**config.mk**
```make
export PLATFORM = sky130hd
export DESIGN_NAME = uart_link
export DESIGN_NICKNAME = d
export VERILOG_FILES = /design/src/rtl/uart_link.sv
export SDC_FILE = /design/constraint.sdc
export NUM_CORES = 1
export LEC_CHECK = 0
export CORE_ASPECT_RATIO = 1.75
export CORE_MARGIN = 1
export CORE_UTILIZATION = 40
export DETAILED_ROUTE_END_ITERATION = 8
export GPL_TIMING_DRIVEN = 0
export PLACE_DENSITY = 0.65
export SYNTH_ARGS = -nofsm -noshare
export SYNTH_HDL_FRONTEND = slang
export SYNTH_SLANG_ARGS = --single-unit
```
**constraint.sdc**
```tcl
create_clock -name clk -period 6.2 [get_ports clk]
set_clock_uncertainty 0.05 [all_clocks]
set_input_delay 1.55 -clock clk [delete_from_list [all_inputs] [get_ports clk]]
set_output_delay 1.55 -clock clk [all_outputs]
set_load 0.01 [all_outputs]
```
**src/rtl/uart_link.sv**
```systemverilog
// uart_link: full-duplex 8N1 UART byte link with a single integer baud divider.
// RX samples a synchronised line mid-bit; TX serialises one byte per accept.
module uart_link #(
   parameter int CLK_FREQ = 27000000,
   parameter int BAUD     = 115200
) (
   input  logic       clk,
   input  logic       rst,
   input  logic       uartRx,
   output logic       uartTx,
   output logic [7:0] rxData,
   output logic       rxByteReady,
   output logic       rxFrameErr,
   input  logic       txStart,
   input  logic [7:0] txData,
   output logic       txSending
);
   localparam int CPB = CLK_FREQ / BAUD;
   localparam int CW  = $clog2(CPB);
   localparam logic [CW-1:0] HALF_M1 = CW'(CPB / 2 - 1);
   localparam logic [CW-1:0] FULL_M1 = CW'(CPB - 1);
   localparam logic [CW-1:0] ONE     = CW'(1);

   typedef enum logic [1:0] {R_IDLE, R_START, R_DATA, R_STOP} rx_state_e;
   typedef enum logic [1:0] {T_IDLE, T_START, T_DATA, T_STOP} tx_state_e;

   logic          rx_meta_q, rxs_q, rxs_prev_q;
   rx_state_e     rx_st_q, rx_st_d;
   logic [CW-1:0] rx_cnt_q, rx_cnt_d;
   logic [2:0]    rx_idx_q, rx_idx_d;
   logic [7:0]    rx_sh_q, rx_sh_d;
   logic [7:0]    rx_data_q, rx_data_d;
   logic          rx_rdy_q, rx_rdy_d;
   logic          rx_err_q, rx_err_d;

   tx_state_e     tx_st_q, tx_st_d;
   logic [CW-1:0] tx_cnt_q, tx_cnt_d;
   logic [2:0]    tx_idx_q, tx_idx_d;
   logic [7:0]    tx_sh_q, tx_sh_d;
   logic          tx_line_q, tx_line_d;
   logic          tx_busy_q, tx_busy_d;

   always_ff @(posedge clk or posedge rst) begin
      if (rst) begin
         rx_meta_q  <= 1'b1;
         rxs_q      <= 1'b1;
         rxs_prev_q <= 1'b1;
         rx_st_q    <= R_IDLE;
         rx_cnt_q   <= '0;
         rx_idx_q   <= '0;
         rx_sh_q    <= '0;
         rx_data_q  <= '0;
         rx_rdy_q   <= 1'b0;
         rx_err_q   <= 1'b0;
      end else begin
         rx_meta_q  <= uartRx;
         rxs_q      <= rx_meta_q;
         rxs_prev_q <= rxs_q;
         rx_st_q    <= rx_st_d;
         rx_cnt_q   <= rx_cnt_d;
         rx_idx_q   <= rx_idx_d;
         rx_sh_q    <= rx_sh_d;
         rx_data_q  <= rx_data_d;
         rx_rdy_q   <= rx_rdy_d;
         rx_err_q   <= rx_err_d;
      end
   end

   always_comb begin
      rx_st_d   = rx_st_q;
      rx_cnt_d  = rx_cnt_q;
      rx_idx_d  = rx_idx_q;
      rx_sh_d   = rx_sh_q;
      rx_data_d = rx_data_q;
      rx_rdy_d  = rx_rdy_q;
      rx_err_d  = 1'b0;
      unique case (rx_st_q)
         R_IDLE: begin
            if (rxs_prev_q && !rxs_q) begin
               rx_st_d  = R_START;
               rx_cnt_d = HALF_M1;
               rx_rdy_d = 1'b0;
            end
         end
         R_START: begin
            if (rx_cnt_q != '0) begin
               rx_cnt_d = rx_cnt_q - ONE;
            end else if (rxs_q) begin
               rx_st_d = R_IDLE;
            end else begin
               rx_st_d  = R_DATA;
               rx_idx_d = '0;
               rx_cnt_d = FULL_M1;
            end
         end
         R_DATA: begin
            if (rx_cnt_q != '0) begin
               rx_cnt_d = rx_cnt_q - ONE;
            end else begin
               rx_sh_d  = {rxs_q, rx_sh_q[7:1]};
               rx_cnt_d = FULL_M1;
               if (rx_idx_q == 3'd7) rx_st_d = R_STOP;
               else rx_idx_d = rx_idx_q + 3'd1;
            end
         end
         R_STOP: begin
            if (rx_cnt_q != '0) begin
               rx_cnt_d = rx_cnt_q - ONE;
            end else begin
               // back to idle on the sampling edge so a following frame is not missed
               rx_st_d = R_IDLE;
               if (rxs_q) begin
                  rx_data_d = rx_sh_q;
                  rx_rdy_d  = 1'b1;
               end else begin
                  rx_err_d = 1'b1;
               end
            end
         end
         default: rx_st_d = R_IDLE;
      endcase
   end

   always_ff @(posedge clk or posedge rst) begin
      if (rst) begin
         tx_st_q   <= T_IDLE;
         tx_cnt_q  <= '0;
         tx_idx_q  <= '0;
         tx_sh_q   <= '0;
         tx_line_q <= 1'b1;
         tx_busy_q <= 1'b0;
      end else begin
         tx_st_q   <= tx_st_d;
         tx_cnt_q  <= tx_cnt_d;
         tx_idx_q  <= tx_idx_d;
         tx_sh_q   <= tx_sh_d;
         tx_line_q <= tx_line_d;
         tx_busy_q <= tx_busy_d;
      end
   end

   always_comb begin
      tx_st_d   = tx_st_q;
      tx_cnt_d  = tx_cnt_q;
      tx_idx_d  = tx_idx_q;
      tx_sh_d   = tx_sh_q;
      tx_line_d = tx_line_q;
      tx_busy_d = tx_busy_q;
      unique case (tx_st_q)
         T_IDLE: begin
            if (txStart) begin
               tx_st_d   = T_START;
               tx_sh_d   = txData;
               tx_idx_d  = '0;
               tx_cnt_d  = FULL_M1;
               tx_line_d = 1'b0;
               tx_busy_d = 1'b1;
            end
         end
         T_START: begin
            if (tx_cnt_q != '0) begin
               tx_cnt_d = tx_cnt_q - ONE;
            end else begin
               tx_st_d   = T_DATA;
               tx_cnt_d  = FULL_M1;
               tx_line_d = tx_sh_q[0];
            end
         end
         T_DATA: begin
            if (tx_cnt_q != '0) begin
               tx_cnt_d = tx_cnt_q - ONE;
            end else begin
               tx_cnt_d = FULL_M1;
               if (tx_idx_q == 3'd7) begin
                  tx_st_d   = T_STOP;
                  tx_line_d = 1'b1;
               end else begin
                  tx_idx_d  = tx_idx_q + 3'd1;
                  tx_sh_d   = {1'b0, tx_sh_q[7:1]};
                  tx_line_d = tx_sh_q[1];
               end
            end
         end
         T_STOP: begin
            if (tx_cnt_q != '0) begin
               tx_cnt_d = tx_cnt_q - ONE;
            end else begin
               tx_st_d   = T_IDLE;
               tx_busy_d = 1'b0;
            end
         end
         default: tx_st_d = T_IDLE;
      endcase
   end

   assign uartTx      = tx_line_q;
   assign txSending   = tx_busy_q;
   assign rxData      = rx_data_q;
   assign rxByteReady = rx_rdy_q;
   assign rxFrameErr  = rx_err_q;
endmodule

```
# After elaboration in Yosys (flattened, before gate mapping)
# Index checks and enable logic that the tools add are counted.
# classes
addsub	4
multipliers	0
div	0
order_cmp	0
eq_ne	25
n_shift	0
n_mux	51
n_bitwise	1
reduce_logical	23
# op_table
op	n
8-bit 2-to-1 mux	11
2-bit inequality test, second input constant	16
8-bit case mux with 4 select lines	1
8-bit case mux with 3 select lines	1
2-bit 2-to-1 mux	11
3-bit 2-to-1 mux	7
2-bit case mux with 4 select lines	2
8-bit case mux with 2 select lines	1
8-bit nonzero test	2
8-bit by 1-bit subtractor with 8-bit output, second input constant	2
5-bit AND reduction	3
1-bit 2-to-1 mux	12
3-bit case mux with 2 select lines	2
4-bit AND reduction	3
3-bit AND reduction	3
2-bit equality test, second input constant	4
2-bit nonzero test	4
3-bit by 1-bit adder with 3-bit output, second input constant	2
3-bit equality test, second input constant	2
2-bit by 1-bit equality test with 1-bit output, second input constant	2
2-bit zero test	2
1-bit case mux with 2 select lines	2
2-bit AND reduction	2
3-bit inequality test, second input constant	1
other kinds (6)	6
# totals
regBits	57
latch_bits	0
mem_bits_rw	0
romBits	0
input_bits	12
word_cells	120
memories	0

# Logic depth before layout (Yosys ltp)
# Gate-level depths: netlist of the first run.
# depth
ltp_word	4
depth_mapped	8
depth_no_buf	6

# Worst setup path after synthesis of the first run
# OpenSTA, ideal clock, no wires.
# synth_timing
path_kind	input-to-reg
startpoint	in txStart
endpoint	reg tx_sh_q[0]
arrival_ps	2443
path_slack_ps	3581
path_stages	5
n_path_buf	1
path_cell_list	mux2i_1 > clkbuf_1 > nor2_1 > a22oi_1 > o21ai_1
# synth_between
elab_chain_cells	2
# synth_rtl
item	line	text
start: declaration	14	input logic txStart,
2-bit inequality test (no line)	-	
4-bit AND reduction (no line)	-	
end signal: assignment	136	tx_sh_q <= tx_sh_d;
end: declaration	39	logic [7:0] tx_sh_q, tx_sh_d;
# Every way passes these cells.
# A chain may end at the register's enable or synchronous reset.

# Worst setup path after layout of the first run
# layout_timing
startpoint	in txStart
endpoint	reg tx_sh_q[2]
# Same word-level chain as after synthesis.

==> results of run 1 <==
cell families after synthesis:
kind of cell	after synthesis	share of synthesized area [%]
compound gates	97	21.34
simple gates	79	15.50
flops	57	45.13
buf+inv	31	4.221
mux	24	8.284
fa+ha+maj	14	5.523
sequential cells by signal (all words and copies together), names as in the netlist, named ones only:
signal	cells
rxs_q	1
rx_meta_q	1
rx_idx_q	3
tx_st_q	2
txSending	1
tx_idx_q	3
rxData	8
rxs_prev_q	1
rx_cnt_q	8
tx_sh_q	8
rx_sh_q	8
rxByteReady	1
rxFrameErr	1
tx_cnt_q	8
uartTx	1
rx_st_q	1
final cells by class:
type | count | area, um2 | share of cell area (%)
buffer | 13 | 66.31 | 1.732
clock buffer | 12 | 256.5 | 6.699
clock inverter | 3 | 40.04 | 1.046
inverter | 18 | 67.56 | 1.765
multi-input combinational | 214 | 1607 | 41.96
sequential | 57 | 1431 | 37.39
tap | 88 | 110.1 | 2.876
timing repair buffer | 24 | 250.2 | 6.536
metal layers:
layer | share of wire (%) | track usage (%) | vias up
met2 | 54 | 31.92 | 48
met5 | 0 | 0 | -
met4 | 2.6 | 10.71 | 0
li1 | - | - | 1204
met3 | 3.2 | 3.778 | 15
met1 | 40 | 18.53 | 1244
synth_stat cells, types with 8 or more instances:
master,number,area [um2]
dfrtp_1,53,1326
inv_1,18,67.56
nand2_1,17,63.81
nor2_1,17,63.81
mux2_2,16,180.2
a21oi_1,14,70.07
ha_1,14,175.2
o21ai_0,14,70.07
o22a_1,11,96.34
a22oi_1,8,60.06
a31oi_1,8,50.05
clkbuf_1,8,30.03
through the flow:
| step | instance area [um2] | power [W] | instances | hold slack [ns] |
|---|---|---|---|---|
| after floorplan | 3172 | 0.001255 | 302 | 0.2952 |
| after global placement | 3512 | 0.001433 | 413 | 0.3052 |
| after detailed placement | 3532 | 0.001464 | 414 | 0.3060 |
| after CTS | 3829 | 0.001966 | 429 | 0.3134 |
| after global routing | 3829 | 0.002096 | 429 | 0.3160 |
| final | 3829 | 0.001953 | 429 | 0.3127 |
how the worst max path moves through the flow:
stage                                       endpoint  slack (ns)
after floorplan           asynchronous set/reset pin        3.21
after global placement                   rx_cnt_q[1]        2.09
after detailed placement                  tx_sh_q[2]        2.72
after CTS                                 tx_sh_q[2]        3.07
after global routing                      tx_sh_q[2]        2.94
final                                     tx_sh_q[2]        3.04
power by group:
part           internal (W)  switching [W]
logic              0.000361       0.000507
clock network      0.000328       0.000158
registers          0.000481       0.000117
total               0.00117       0.000783
critical path: cells and delay by family:
family,cells,cell delay (ns)
and+or+nand+nor,1,0.16
AOI/OAI and AO/OA,2,0.28
muxes,1,0.35
buffers and inverters,2,0.96
layout by cell type (no fill, tap or decap), drive strengths merged, types with 2 or more instances in the layout:
master         netlist  routed
a22oi                8       8
o21ai               21      21
a21o                 2       2
a31o                 3       3
o22a                11      11
nand3                4       4
inv                 18      18
buf                  5       6
o22ai                2       2
nand2               19      19
clkinv               0       2
nor2b                3       3
nor4b                2       2
clkdlybuf4s50        0      23
or4                  2       2
ha                  14      14
a211oi               3       3
o211ai               2       2
o31a                 3       3
nor3                 8       8
nor2                18      18
a21boi               3       3
nor3b                3       3
o221ai               3       3
nand4                3       3
and2                 2       2
mux2                18      18
o21a                 3       3
a21oi               15      15
mux2i                6       6
a31oi                8       8
dfrtp               53      53
clkbuf               8      20
dfstp                4       4
nor4                 6       6
nand2b               4       4
==> impl_metrics.env, run 1 <==
export IMPL_via_per_inst=5.853
export IMPL_startpoint="txStart"
export IMPL_critPathSlowestCell="clkdlybuf4s50_1"
export IMPL_tightest_slew_ns=0.8023
export IMPL_ctsResizeCount=0
export IMPL_slew_violations=0
export IMPL_clk_latency_ns=0.33
export IMPL_coreArea_mm2=0.007620
export IMPL_hold_depth=0
export IMPL_r2r_start="tx_st_q[0]"
export IMPL_slew_headroom_pct=46.02
export IMPL_drive_gt1_share_pct=17.01
export IMPL_synthesis_area_mm2=0.003172
export IMPL_start_kind="input port"
export IMPL_synth_edf_count=0
export IMPL_cap_viol_max_count=0
export IMPL_syn_num_nets=328
export IMPL_area_growth_pct=20.71
export IMPL_status="finished, final reports clean"
export IMPL_hold_path_class="reg -> reg"
export IMPL_cts_sinks=57
export IMPL_via_count=2511
export IMPL_syn_inst=302
export IMPL_rrSetupSlack_ns=3.73
export IMPL_peakVddDrop_v=0.0002643
export IMPL_path_cells="clkdlybuf4s50_1 -> mux2i_1 -> clkbuf_1 -> nor2_1 -> a22oi_1 -> o21ai_1"
export IMPL_synth_top_flop_cell="dfrtp_1"
export IMPL_cts_tree="built"
export IMPL_grt_start_max_net_pins=43
export IMPL_postSynthAreaPerCell_um2=10.50
export IMPL_grt_usage_pct=17.73
export IMPL_post_cts_buffers=0
export IMPL_fin_crit_ns=3.155
export IMPL_diodes=0
export IMPL_initial_core_util_pct=41.63
export IMPL_numCtsBuffers=9
export IMPL_port_buffers=23
export IMPL_ys_async_sr_fraction_pct=100.0
export IMPL_slowest_delay_ns=0.55
export IMPL_finalCritPeriodShare_pct=50.89
export IMPL_post_route_drc_count=0
export IMPL_setup_slack_ns=3.045
export IMPL_path_class="in -> reg"
export IMPL_setup_viol=0
export IMPL_clkTransAtPathRegs_ns=0.05
export IMPL_ys_types=63
export IMPL_worstPathRequired_ns=6.35
export IMPL_die_h_um=119.8
export IMPL_yosysWarnings=0
export IMPL_leakagePower_nw=1.667
export IMPL_holdCritStartpoint="rx_meta_q"
export IMPL_pre_cts_ws_ns=2.722
export IMPL_fillers=672
export IMPL_htreeDepth=3
export IMPL_synth_seq_cells=57
export IMPL_reg2regPathDepth=8
export IMPL_root_buffer="clkbuf_16"
export IMPL_hold_viol=0
export IMPL_synth_seq_area_share_pct=45.13
export IMPL_hold_buffers=0
export IMPL_fin_tns_setup_ns=0
export IMPL_drt_wl_total_um=6740
export IMPL_detail_route_wl_per_cell_um=15.71
export IMPL_die_area_mm2=0.008304
export IMPL_path_max_fanout=10
export IMPL_drtIter0Drc=115
export IMPL_utilization_pct=50.25
export IMPL_post_dp_hpwl_um=4940
export IMPL_drtPass1Iterations=4
export IMPL_ant_nets=0
export IMPL_fp_dieW_um=69.32
export IMPL_place_congestion=0.8131
export IMPL_fmax_mhz=316.9
export IMPL_clk_path_buf_depth=2
export IMPL_antenna_found_initial=0
export IMPL_num_nets_final=363
export IMPL_pwr_density_cell_mw_per_mm2=510.1
export IMPL_rsz0062_at_grt="false"
export IMPL_grt_pass1_wl_um=11650
export IMPL_cp_arrival_ns=3.30
export IMPL_gr_total_overflow=0
export IMPL_min_to="rxs_q"
export IMPL_endpoint_kind="flop"
export IMPL_ios=24
export IMPL_num_rows=42
export IMPL_first_global_vias=2611
export IMPL_timing_rr_end="tx_sh_q[2]"
(Power assumes the default switching activity.)
==> run 2, diff against run 1 <==
==> constraint.sdc (replaced) <==
create_clock -name clk -period 3 [get_ports clk]
set_clock_uncertainty 0.05 [all_clocks]
set_input_delay 0.75 -clock clk [delete_from_list [all_inputs] [get_ports clk]]
set_output_delay 0.75 -clock clk [all_outputs]
set_load 0.01 [all_outputs]
==> results of run 2 <==
Same layout as run 1 (identical final DEF). Status: finished, final reports clean.
Main changes from that run: setup slack after placement 2.722 ns -> 0.3222 ns; setup slack after layout 3.045 ns -> 0.5305 ns; start point of the critical path txStart -> tx_st_q[0]; register-to-register setup slack 3.73 ns -> 0.53 ns; total power 0.001953 W -> 0.004036 W; worst IR drop on VDD 0.0002643 V -> 0.0005462 V
